==> config.mk <==
export PLATFORM = sky130hd
export DESIGN_NAME = seg7_capture
export DESIGN_NICKNAME = d
export VERILOG_FILES = /design/src/rtl/seg7_capture.sv
export SDC_FILE = /design/constraint.sdc
export NUM_CORES = 1
export LEC_CHECK = 0
export ABC_AREA = 0
export BUFFER_PORTS_ARGS = -buffer_cell sky130_fd_sc_hd__clkbuf_2
export CORE_MARGIN = 2
export CORE_UTILIZATION = 55
export CTS_BUF_LIST = sky130_fd_sc_hd__clkbuf_2
export CTS_CLUSTER_DIAMETER = 100
export DETAILED_ROUTE_END_ITERATION = 10
export HOLD_SLACK_MARGIN = 0.08
export PLACE_DENSITY = 0.79
export SYNTH_ARGS = -nofsm -noshare
export SYNTH_HDL_FRONTEND = slang
export SYNTH_SLANG_ARGS = --single-unit
==> constraint.sdc <==
create_clock -name CLK -period 2.7 [get_ports CLK]
set_input_delay 0.27 -clock CLK [delete_from_list [all_inputs] [get_ports CLK]]
set_output_delay 0.27 -clock CLK [all_outputs]
set_load 0.005 [all_outputs]
==> src/rtl/seg7_capture.sv <==
// seg7_capture: readback monitor for a multiplexed, active-low 7-segment
// display bus. Samples segment and digit-select pins, waits for a stable
// window, then recovers each digit's hex value, dp state and valid/blank
// status. Illegal segment patterns and multi-digit selects set a sticky error.
module seg7_capture #(
   parameter int NDIG   = 4,
   parameter int STABLE = 3
) (
   input  logic                CLK,
   input  logic                nRST,
   input  logic [7:0]          nSEG,
   input  logic [NDIG-1:0]     nDIGSEL,
   input  logic                CLR,
   output logic [4*NDIG-1:0]   DOUT,
   output logic [NDIG-1:0]     DDOT,
   output logic [NDIG-1:0]     DVALID,
   output logic [NDIG-1:0]     DBLANK,
   output logic                UPD,
   output logic [2:0]          UIDX,
   output logic                ERR
);

   localparam int              SW       = NDIG + 8;
   localparam logic [3:0]      CNT_MAX  = 4'(STABLE);
   localparam logic [3:0]      CAP_AT   = 4'(STABLE - 2);
   localparam logic [NDIG-1:0] SEL_ONE  = NDIG'(1);
   localparam logic [6:0]      PAT_BLANK = 7'h7F;

   // Map a 7-bit active-low pattern (g..a) to {hit, value}; hit=0 if no hex glyph.
   function automatic logic [4:0] seg_decode(input logic [6:0] pat);
      logic [4:0] res;
      case (pat)
         7'h40:   res = {1'b1, 4'h0};
         7'h79:   res = {1'b1, 4'h1};
         7'h24:   res = {1'b1, 4'h2};
         7'h30:   res = {1'b1, 4'h3};
         7'h19:   res = {1'b1, 4'h4};
         7'h12:   res = {1'b1, 4'h5};
         7'h02:   res = {1'b1, 4'h6};
         7'h78:   res = {1'b1, 4'h7};
         7'h00:   res = {1'b1, 4'h8};
         7'h10:   res = {1'b1, 4'h9};
         7'h08:   res = {1'b1, 4'hA};
         7'h03:   res = {1'b1, 4'hB};
         7'h46:   res = {1'b1, 4'hC};
         7'h21:   res = {1'b1, 4'hD};
         7'h06:   res = {1'b1, 4'hE};
         7'h0E:   res = {1'b1, 4'hF};
         default: res = {1'b0, 4'h0};
      endcase
      return res;
   endfunction

   logic [SW-1:0]     samp_r;
   logic [SW-1:0]     prev_r;
   logic [3:0]        cnt_r;
   logic [3:0]        cnt_nxt_s;
   logic              cap_s;

   logic [NDIG-1:0]   sel_low_s;
   logic              any_sel_s;
   logic              one_sel_s;
   int                idx_s;
   logic [7:0]        seg_s;
   logic [4:0]        dec_s;

   logic [4*NDIG-1:0] dout_r,   dout_nxt_s;
   logic [NDIG-1:0]   ddot_r,   ddot_nxt_s;
   logic [NDIG-1:0]   dvalid_r, dvalid_nxt_s;
   logic [NDIG-1:0]   dblank_r, dblank_nxt_s;
   logic              upd_r,    upd_nxt_s;
   logic [2:0]        uidx_r,   uidx_nxt_s;
   logic              err_r,    err_nxt_s;

   // Stability counter: restart on any change of the sampled bus, else count up and saturate.
   always_comb begin
      cnt_nxt_s = cnt_r;
      if (samp_r != prev_r) begin
         cnt_nxt_s = 4'd0;
      end else if (cnt_r == CNT_MAX) begin
         cnt_nxt_s = cnt_r;
      end else begin
         cnt_nxt_s = cnt_r + 4'd1;
      end
      cap_s = (samp_r == prev_r) && (cnt_r == CAP_AT);
   end

   // Select legality and addressed-digit index from the stable sample.
   always_comb begin
      seg_s     = samp_r[SW-1:NDIG];
      sel_low_s = ~samp_r[NDIG-1:0];
      any_sel_s = |sel_low_s;
      one_sel_s = any_sel_s && ((sel_low_s & (sel_low_s - SEL_ONE)) == {NDIG{1'b0}});
      dec_s     = seg_decode(seg_s[6:0]);
      idx_s     = 0;
      for (int i = 0; i < NDIG; i++) begin
         if (sel_low_s[i]) begin
            idx_s = i;
         end else begin
            idx_s = idx_s;
         end
      end
   end

   // Next-state of the per-digit results, update strobe and sticky error.
   always_comb begin
      dout_nxt_s   = dout_r;
      ddot_nxt_s   = ddot_r;
      dblank_nxt_s = dblank_r;
      uidx_nxt_s   = uidx_r;
      upd_nxt_s    = 1'b0;
      if (CLR) begin
         err_nxt_s    = 1'b0;
         dvalid_nxt_s = {NDIG{1'b0}};
      end else begin
         err_nxt_s    = err_r;
         dvalid_nxt_s = dvalid_r;
      end
      if (cap_s) begin
         if (one_sel_s) begin
            upd_nxt_s          = 1'b1;
            uidx_nxt_s         = 3'(idx_s);
            ddot_nxt_s[idx_s]  = ~seg_s[7];
            if (dec_s[4]) begin
               dout_nxt_s[4*idx_s +: 4] = dec_s[3:0];
               dvalid_nxt_s[idx_s]      = 1'b1;
               dblank_nxt_s[idx_s]      = 1'b0;
            end else if (seg_s[6:0] == PAT_BLANK) begin
               dvalid_nxt_s[idx_s]      = 1'b0;
               dblank_nxt_s[idx_s]      = 1'b1;
            end else begin
               dvalid_nxt_s[idx_s]      = 1'b0;
               dblank_nxt_s[idx_s]      = 1'b0;
               err_nxt_s                = 1'b1;
            end
         end else if (any_sel_s) begin
            // Several digits driven at once: nothing trustworthy to record.
            err_nxt_s = 1'b1;
         end else begin
            // Idle bus between scans: nothing to capture.
            err_nxt_s = err_nxt_s;
         end
      end else begin
         upd_nxt_s = 1'b0;
      end
   end

   // Pin sampling, stability tracking and output registers.
   always_ff @(posedge CLK or negedge nRST) begin
      if (!nRST) begin
         samp_r   <= {SW{1'b1}};
         prev_r   <= {SW{1'b0}};
         cnt_r    <= 4'd0;
         dout_r   <= {(4*NDIG){1'b0}};
         ddot_r   <= {NDIG{1'b0}};
         dvalid_r <= {NDIG{1'b0}};
         dblank_r <= {NDIG{1'b0}};
         upd_r    <= 1'b0;
         uidx_r   <= 3'd0;
         err_r    <= 1'b0;
      end else begin
         samp_r   <= {nSEG, nDIGSEL};
         prev_r   <= samp_r;
         cnt_r    <= cnt_nxt_s;
         dout_r   <= dout_nxt_s;
         ddot_r   <= ddot_nxt_s;
         dvalid_r <= dvalid_nxt_s;
         dblank_r <= dblank_nxt_s;
         upd_r    <= upd_nxt_s;
         uidx_r   <= uidx_nxt_s;
         err_r    <= err_nxt_s;
      end
   end

   assign DOUT   = dout_r;
   assign DDOT   = ddot_r;
   assign DVALID = dvalid_r;
   assign DBLANK = dblank_r;
   assign UPD    = upd_r;
   assign UIDX   = uidx_r;
   assign ERR    = err_r;

endmodule

# Word level (Yosys, flattened, before mapping)
# Index checks and enable logic that the tools add are counted.
# totals
inputBits,15
wordCells,78
regBits,61
out_inout_bits,33
# classes
n_lt_le_gt_ge,2
n_reduce_logical,8
eq_ne,21
n_bitwise,8
mux,24
shifts,2
n_addsub,3
# ops
op,count
one-hot mux 5 bit (16 select lines),1
2-to-1 mux 32 bit,2
"== test 7 bit, second input constant",5
negation 32 -> 33 bit,1
"variable shift 4 x 33 -> 16 bit, first input constant",1
variable part select 4 x 33 -> 16 bit,1
">= comparator 32 x 1 -> 1 bit, second input constant",1
"< comparator 32 x 4 -> 1 bit, second input constant",1
2-to-1 mux 4 bit,8
"== test 7 x 5 -> 1 bit, second input constant",3
"== test 7 x 6 -> 1 bit, second input constant",3
bitwise mux 16 bit,1
"== test 7 x 2 -> 1 bit, second input constant",2
"== test 7 x 4 -> 1 bit, second input constant",2
AND 4 bit,3
== test 12 bit,1
inequality test 12 bit,1
2-to-1 mux 1 bit,10
NOT 4 bit,2
bitwise OR 4 bit,2
"== test 7 x 3 -> 1 bit, second input constant",1
zero test 7 bit,1
"adder 4 x 1 -> 4 bit, second input constant",1
bitwise mux 4 bit,1
11 further kinds,13

# Logic depth before layout (Yosys ltp)
# Gate-level depths: netlist of run 1.
# depth
ltp_word,13
ltp_mapped,7
depth_no_buf,7

# Least setup slack after synthesis of run 1
# Ideal clock, no wire load.
# synth_path
kind,flip-flop to flip-flop
start,reg samp_r[2]
end,"reg dout_r[9], in the netlist DOUT[9]"
t_required_ns,2.572
setup_time_ns,0.128
arrival_ns,2.157
path_stages_with_launch,7
setup_slack_ns,0.415
path_buffers,1
period_less_slack_ns,2.285
path_cell_list,dfstp_2 clkbuf_1 xor2_1 nor4_4 nand4_1 a21oi_2 mux2_1
# synth_via
elab_chain_len,6
elab_cells_between_ends,15
classes_between,2 x add/sub; 1 x eq/ne; 2 x shift; 3 x mux; 2 x bitwise; 5 x reduce/logical
# synth_lines
item,line,source
"start, declared",54,logic [SW-1:0] samp_r;
"start signal, assigned",151,samp_r <= {SW{1'b1}};
"start signal, assigned",162,"samp_r <= {nSEG, nDIGSEL};"
NOT 4 bit,91,sel_low_s = ~samp_r[NDIG-1:0];
2-to-1 mux 32 bit or subtractor 4 x 1 -> 4 bit (tied branches),"97, 93",
2-to-1 mux 32 bit or AND 4 bit (tied branches),"97, 93",
negation 32 -> 33 bit or zero test 4 bit (tied branches),"125, 93",
"variable part select 4 x 33 -> 16 bit, or another cell as far along",125,dout_nxt_s[4*idx_s +: 4] = dec_s[3:0];
bitwise mux 16 bit or AND reduction 3 bit (tied branches),--,
"end signal, assigned",154,dout_r <= {(4*NDIG){1'b0}};
"end signal, assigned",165,dout_r <= dout_nxt_s;
"end, declared",67,"logic [4*NDIG-1:0] dout_r, dout_nxt_s;"
# Several ways; a longest one is shown, not always the timed one.
# A chain may end at the register's enable or synchronous reset.

# Final worst setup path of run 1
# layout_path
start,reg samp_r[8]
end,"reg dout_r[13], in the netlist DOUT[13]"
# layout_via
elab_chain_len,4
elab_cells_between_ends,22
classes_between,16 x eq/ne; 1 x shift; 2 x mux; 3 x reduce/logical
# layout_lines
item,line,source
"== test 7 x 4 -> 1 bit, or another cell as far along",32,case (pat)
one-hot mux 5 bit (16 select lines),32,
variable part select 4 x 33 -> 16 bit,125,
bitwise mux 16 bit,125,
# Several ways; a longest one is shown, not always the timed one.

==> flow_metrics.tcl, run 1 <==
set metrics [dict create \
    ys_types 55 \
    ys_warn_count 0 \
    remaining_drc_errors 0 \
    wirelength_mm 5.55 \
    synth_ff_type "dfrtp_1" \
    switchingPower_uw 417 \
    synthToLayoutAreaGrowth_pct 18.7 \
    setup_viol 0 \
    cts_resized 0 \
    wl_per_cell_um 15.0 \
    startpoint "samp_r[8]" \
    post_cts_buffers 0 \
    cp_max_fo 14 \
    antenna-diode-count 0 \
    synthTopCellsByArea "dfrtp_1, dfstp_2, mux2_1, xor2_1, o21ai_0" \
    track_usage_pct 21.9 \
    hold_path.class "in -> async" \
    power.share.clock_pct 28.9 \
    fin_crit_ps 2450 \
    rr_endpoint "DOUT[13]" \
    synth-async-reset-ratio_pct 100 \
    clk_pin_slew_ps 180 \
    crit_type "reg -> reg" \
    fmax_ghz 0.408 \
    crit_chain "nand2_1, or3_1, o211a_1, a211oi_4, mux2_1" \
    yosysMostFrequentCell "dfrtp_1" \
    postLayoutCoreUtil_pct 68.3 \
    arrival_ps 2870 \
    max_stage_delay_ps 700 \
    fin_crit_sh_pct 90.9 \
    cts_sinks 60 \
    p_int_uw 1090 \
    ys_seq_elements 60 \
    netlist_instances 235 \
    finClkSkew_ps 30.3 \
    swShare_pct 27.6 \
    cts_root_buf "clkbuf_2" \
    hold_viol 0 \
    slew_headroom_pct 53.5 \
    synth_edf_count 0 \
    reg2reg_from "samp_r[8]" \
    clockBufferDepth 2 \
    yosysSeqAreaShare_pct 55.0 \
    vias 2035 \
    vias_per_cell 5.51 \
    dr.first_iter.drc_count 171 \
    die_y_um 74.8 \
    drt_pass1_iterations 5 \
    tightest_slew_ps 697 \
    htreeDepth 3 \
    status "finished, final reports clean" \
    drive_above_1_share_pct 29.1 \
    synth_nets 252 \
    cp_slowest_cell "dfstp_2" \
    core_sq_mm 0.00479 \
    grt_max_degree 34 \
    r2r_cells 5 \
    reg2reg_slack_ps 250 \
    p_leak_uw 0.00153 \
    netlist_area_sq_mm 0.00276 \
    ir_worst_vdd_mv 0.385 \
    fin_nets 314 \
    startpoint_type "flop" \
    grt_pass1_vias 1877 \
    antenna_found_initial 0 \
    cts_buffers 9 \
    synth_top_cell_by_area "dfrtp_1" \
    comb_power_share_pct 7.5 \
    initial_core_util_pct 57.6 \
    required_ps 3120 \
    num_rows 25 \
    yosys-top-cells-count "dfrtp_1, nand2_1, o21ai_0, xor2_1" \
    worstSkewPairLatency_ps 500 \
    gp_congestion 0.845 \
    pwr-share-seq_pct 63.7 \
    die-area_sq_mm 0.00559 \
    grt.overflow.total 0 \
    synth_top_area_share_pct 43.6 \
    port_buffers 46 \
    dieWidth_um 74.8 \
    maxCapViolations 0 \
    cts_tree "done" \
    pin_count 48 \
    slew_viol_final 0 \
    grt_pass1_wl_mm 8.94 \
    avgSynthCellArea_sq_um 11.7 \
    critPathCaptureType "flop" \
    critPathCapture "DOUT[13]" \
    ant_nets 0 \
    setup_tns_ps 0 \
    p_per_area_mw_per_mm2 462 \
    place_hpwl_mm 3.78 \
    rsz0062_at_grt "no" \
]
-- state kept, by name, summed over array words and instances (netlist names), named ones only --
| signal | cells |
|---|---|
| DOUT | 16 |
| prev_r | 12 |
| samp_r | 12 |
| DDOT | 4 |
| DVALID | 4 |
| cnt_r | 4 |
| UIDX | 2 |
| ERR | 1 |
| UPD | 1 |
-- routing by layer --
layer  part of all wire [%]  up-vias  GRT usage, %  wire, um
met5                      0        -             0         0
met4                   0.83        0          9.33        46
met3                    5.4        5          7.90       297
met2                     47       68          30.4      2630
met1                     46      992          31.3      2580
li1                       -      970             -         -
-- critical path, delay by kind of cell, from the launching register on --
kind,cells,cell delay [ps]
compound gates,2,740
flops,1,700
simple gates,2,600
mux,1,350
-- area by class of cell --
type,count,area (sq um)
sequential,60,1520
fill,359,1520
multi-input combinational,152,1130
timing repair buffer,65,420
tap,67,83.8
clock buffer,10,50.0
inverter,9,33.8
clock inverter,6,31.3
-- timing repair --
item,in CTS,in global routing
endpoints found under the hold margin,31,0
hold buffers,14,0
endpoints found under the setup margin,0,0
-- cell usage in the layout, fill, tap and decap left out, types with 3 or more instances in the layout --
cell,netlist,routed
a21oi_1,3,3
a21oi_2,3,3
buf_4,2,4
clkbuf_2,0,56
clkinv_2,0,4
dfrtp_1,48,48
dfstp_2,12,12
dlygate4sd3_1,0,14
inv_1,9,9
mux2_1,12,12
nand2_1,14,14
nand3_1,5,5
nand4_1,6,6
nor2_1,7,7
nor2b_1,6,6
nor3_1,3,3
nor3b_1,4,4
nor4b_1,4,4
o21ai_0,14,14
o21ai_1,8,8
o2bb2ai_1,3,3
or3_1,3,3
xor2_1,13,13
-- power by group through the flow --
stage	sequential [uW]	combinational, uW	clock (uW)
6_report	961	113	436
5_1_grt	966	126	491
4_1_cts	961	114	450
3_5_place_dp	976	97.9	0
2_1_floorplan	951	78.5	0
3_3_place_gp	975	96.1	0
-- cells by family (layout without fill, tap and decap cells) --
group / Yosys count / in the layout / share of synthesized area (%)
AND/OR/NAND/NOR: 73 / 73 / 18.0
flip-flops: 60 / 60 / 55.0
AO/OA/AOI/OAI: 47 / 47 / 11.7
buffers and inverters: 23 / 90 / 3.81
XOR/XNOR: 15 / 15 / 4.77
multiplexers: 14 / 14 / 5.63
adder cells (fa/ha/maj): 2 / 2 / 0.908
other: 1 / 1 / 0.136
-- worst min-delay path by stage --
stage	start	to	slack, ps	depth (start not counted)
after global routing	nDIGSEL[2]	samp_r[2]	340	2
after CTS	nRST	DOUT[8]	310	2
after detailed placement	nRST	UPD	340	1
after floorplan	nRST	DDOT[0]	-30	0
final	nRST	DOUT[8]	320	2
after global placement	nRST	UPD	340	1
-- metrics by stage --
step | hold WS [ps] | power, uW | area [sq um] | setup WS [ps] | instances
4_1_cts | 313 | 1520 | 3270 | 279 | 369
3_5_place_dp | 343 | 1070 | 3050 | 277 | 339
2_1_floorplan | -25.6 | 1030 | 2760 | 415 | 235
6_report | 319 | 1510 | 3270 | 246 | 369
3_3_place_gp | 342 | 1070 | 3050 | 346 | 339
5_1_grt | 336 | 1580 | 3270 | 99.4 | 369
(Power assumes the default switching activity.)
==> inputs of run 2 (changes only) <==
ABC_AREA = 1   (was 0)
PLACE_DENSITY = 0.83   (was 0.79)
==> run 2 against run 1 <==
Net effect:
- core utilization up 0.079 points
- register-to-register slack better by 220 ps
- sequential cell count stayed put
- first-iteration DRC count rose by 0.58%
- global-route usage increased by 1.5 points
- critical path depth grew 6
- wire length grew 5.4%
- combinational power rose by 4%
- clock skew increased by 0.66 ps
- clock power up 4%
- critical endpoint is now DOUT[3]
- largest cell class unchanged
==> flow_metrics.tcl, run 2 <==
set metrics [dict create \
    crit_type "reg -> reg" \
    yosys-top-cells-count "nand2_1, dfrtp_1, nor2_1, inv_1, nand3_1" \
    drive_above_1_share_pct 20.8 \
    clockBufferDepth 2 \
    synth-simple-area-share_pct 32.9 \
    post-place-cells 456 \
    die_y_um 74.8 \
    gp_congestion 0.903 \
    antenna_found_initial 0 \
    largest_reg_flops 16 \
    final_cell_mix "nand2_1, clkbuf_2, dfrtp_1" \
    slew_viol_final 0 \
    grt.overflow.total 0 \
    switchingPower_uw 418 \
    ys_types 26 \
    synthAdderAreaFrac_pct 0.908 \
    fin_nets 430 \
    avgSynthCellArea_sq_um 7.99 \
    place_hpwl_mm 4.22 \
    r2r_cells 11 \
    status "finished, final reports clean" \
    synth_ff_type "dfrtp_1" \
    slew_headroom_pct 51.3 \
    dpl-instance-area_sq_mm 0.00306 \
    die-area_sq_mm 0.00559 \
    clk_pin_slew_ps 170 \
    initial_core_util_pct 57.6 \
    num_rows 25 \
    fin_crit_sh_pct 82.5 \
    swShare_pct 27.5 \
    cts_buffers 9 \
    core_sq_mm 0.00479 \
    comb_power_share_pct 7.8 \
    hold_path.class "in -> reg" \
    fin_crit_ps 2230 \
    ys_seq_elements 60 \
    synth-async-reset-ratio_pct 100 \
    wl_per_cell_um 12.0 \
    setup_viol 0 \
    synth_nets 362 \
    worstSkewPairLatency_ps 480 \
    grt_pass1_vias 2294 \
    vias 2393 \
    ir_worst_vdd_mv 0.352 \
    p_int_uw 1100 \
    pin_count 48 \
    arrival_ps 2610 \
    cp_max_fo 11 \
    synth-compound-area-share_pct 3.72 \
    layout_commonest_cell "nand2_1" \
    vias_per_cell 4.93 \
    dr.first_iter.drc_count 172 \
    cts_tree "done" \
    fmax_ghz 0.449 \
    rsz0062_at_grt "no" \
    startpoint "samp_r[2]" \
    ys_warn_count 0 \
    setup_tns_ps 0 \
    synth_edf_count 0 \
    hp-start "CLR" \
    wirelength_mm 5.84 \
    yosys.area_share.xor_xnor_pct 1.27 \
    grt_pass1_wl_mm 9.80 \
    dieWidth_um 74.8 \
    required_ps 3080 \
    drt_pass1_iterations 4 \
    finClkSkew_ps 30.9 \
    final_area_sq_mm 0.00327 \
    synth_top_area_share_pct 43.6 \
    synth_top_cell_by_area "dfrtp_1" \
    synthTopCellsByArea "dfrtp_1, nand2_1, dfstp_2, nor2_1, inv_1" \
    netlist_area_sq_mm 0.00276 \
    synth_top_family_by_area "simple AND/OR/NAND/NOR gates" \
    fin_cells 485 \
    yosysSeqAreaShare_pct 55.0 \
    port_buffers 46 \
    antenna-diode-count 0 \
    startpoint_type "flop" \
    tightest_slew_ps 730 \
    synth.area.mux_share_pct 0 \
    pwr-share-seq_pct 62.4 \
    p_per_area_mw_per_mm2 464 \
    remaining_drc_errors 0 \
    postLayoutCoreUtil_pct 68.4 \
    synthToLayoutAreaGrowth_pct 18.8 \
    hold_viol 0 \
    cts_resized 0 \
    power.share.clock_pct 29.9 \
    min_path_cells 4 \
    cts_root_buf "clkbuf_2" \
    netlist_instances 345 \
    yosysMostFrequentCell "nand2_1" \
    grt_max_degree 61 \
    cts_sinks 60 \
    critPathCaptureType "flop" \
    track_usage_pct 23.4 \
    reg2reg_from "samp_r[2]" \
    p_leak_uw 0.00183 \
    maxCapViolations 0 \
    ant_nets 0 \
    htreeDepth 3 \
]
==> run 2: changes by cell type in the layout (fill, tap and decap cells not counted), sizes merged, moves of 6 or more <==
cell / delta
nor2b: -6
mux2: -12
nor2: +41
inv: +30
nand2: +116
xor2: -13
o21ai: -6
nand3: +18
==> run 2: final timing paths <==
| kind | end | slack [ps] |
|---|---|---|
| worst min-delay path | ERR | 120 |
| max in group asynchronous | UPD | 1750 |
| worst max-delay path | DOUT[3] | 470 |
| worst max register to register | DOUT[3] | 470 |
| min in group asynchronous | async pin | 460 |
| worst min register to register | prev_r[4] | 450 |
==> run 2: critical path, stage by stage, from the launching register on <==
cell     delay, ps
dfstp_2        620
inv_1           80
nand2_1         60
nand2_1         50
nor2_1         100
nand2_1        120
nor2_4         160
nand3_2        110
nor2_2         410
nand3_1        270
nand2_1        120
nand2_1         50
==> run 2: power groups by stage <==
| stage | clock (uW) | sequential, uW | combinational [uW] |
|---|---|---|---|
| 6_report | 454 | 947 | 118 |
| 3_3_place_gp | 0 | 962 | 102 |
| 5_1_grt | 501 | 951 | 136 |
| 2_1_floorplan | 0 | 956 | 64.8 |
| 3_5_place_dp | 0 | 963 | 104 |
| 4_1_cts | 464 | 947 | 119 |
==> run 2: cell type report <==
type,instances,area (sq um)
Sequential cell,60,1520
Fill cell,401,1510
Multi-Input combinational cell,243,1070
Timing Repair Buffer,60,368
Inverter,39,146
Tap cell,67,83.8
Clock buffer,12,60.1
Clock inverter,4,26.3
==> run 2: logic make-up after synthesis <==
logic type	Yosys count
AND/OR/NAND/NOR	216
flip-flops	60
buffers and inverters	42
AO/OA/AOI/OAI	20
XOR/XNOR	4
adder cells (fa/ha/maj)	2
other	1
==> run 2: stage by stage <==
| stage | power [uW] | worst slack [ps] | hold slack (ps) |
|---|---|---|---|
| final | 1520 | 471 | 115 |
| after floorplan | 1020 | 945 | -25.6 |
| after global placement | 1060 | 610 | 357 |
| after detailed placement | 1070 | 483 | 359 |
| after global routing | 1590 | 183 | 113 |
| after CTS | 1530 | 469 | 86.5 |
==> run 2: timing repair <==
action | CTS | global route
buffers inserted | 0 | 0
hold endpoints to repair | 60 | 0
hold buffers | 13 | 0
==> run 2: metal layers <==
| layer | routed length [um] | global-route usage (%) |
|---|---|---|
| met1 | 2650 | 30.3 |
| met5 | 0 | 0 |
| met2 | 2860 | 38.1 |
| met3 | 244 | 4.82 |
| met4 | 90 | 11.1 |
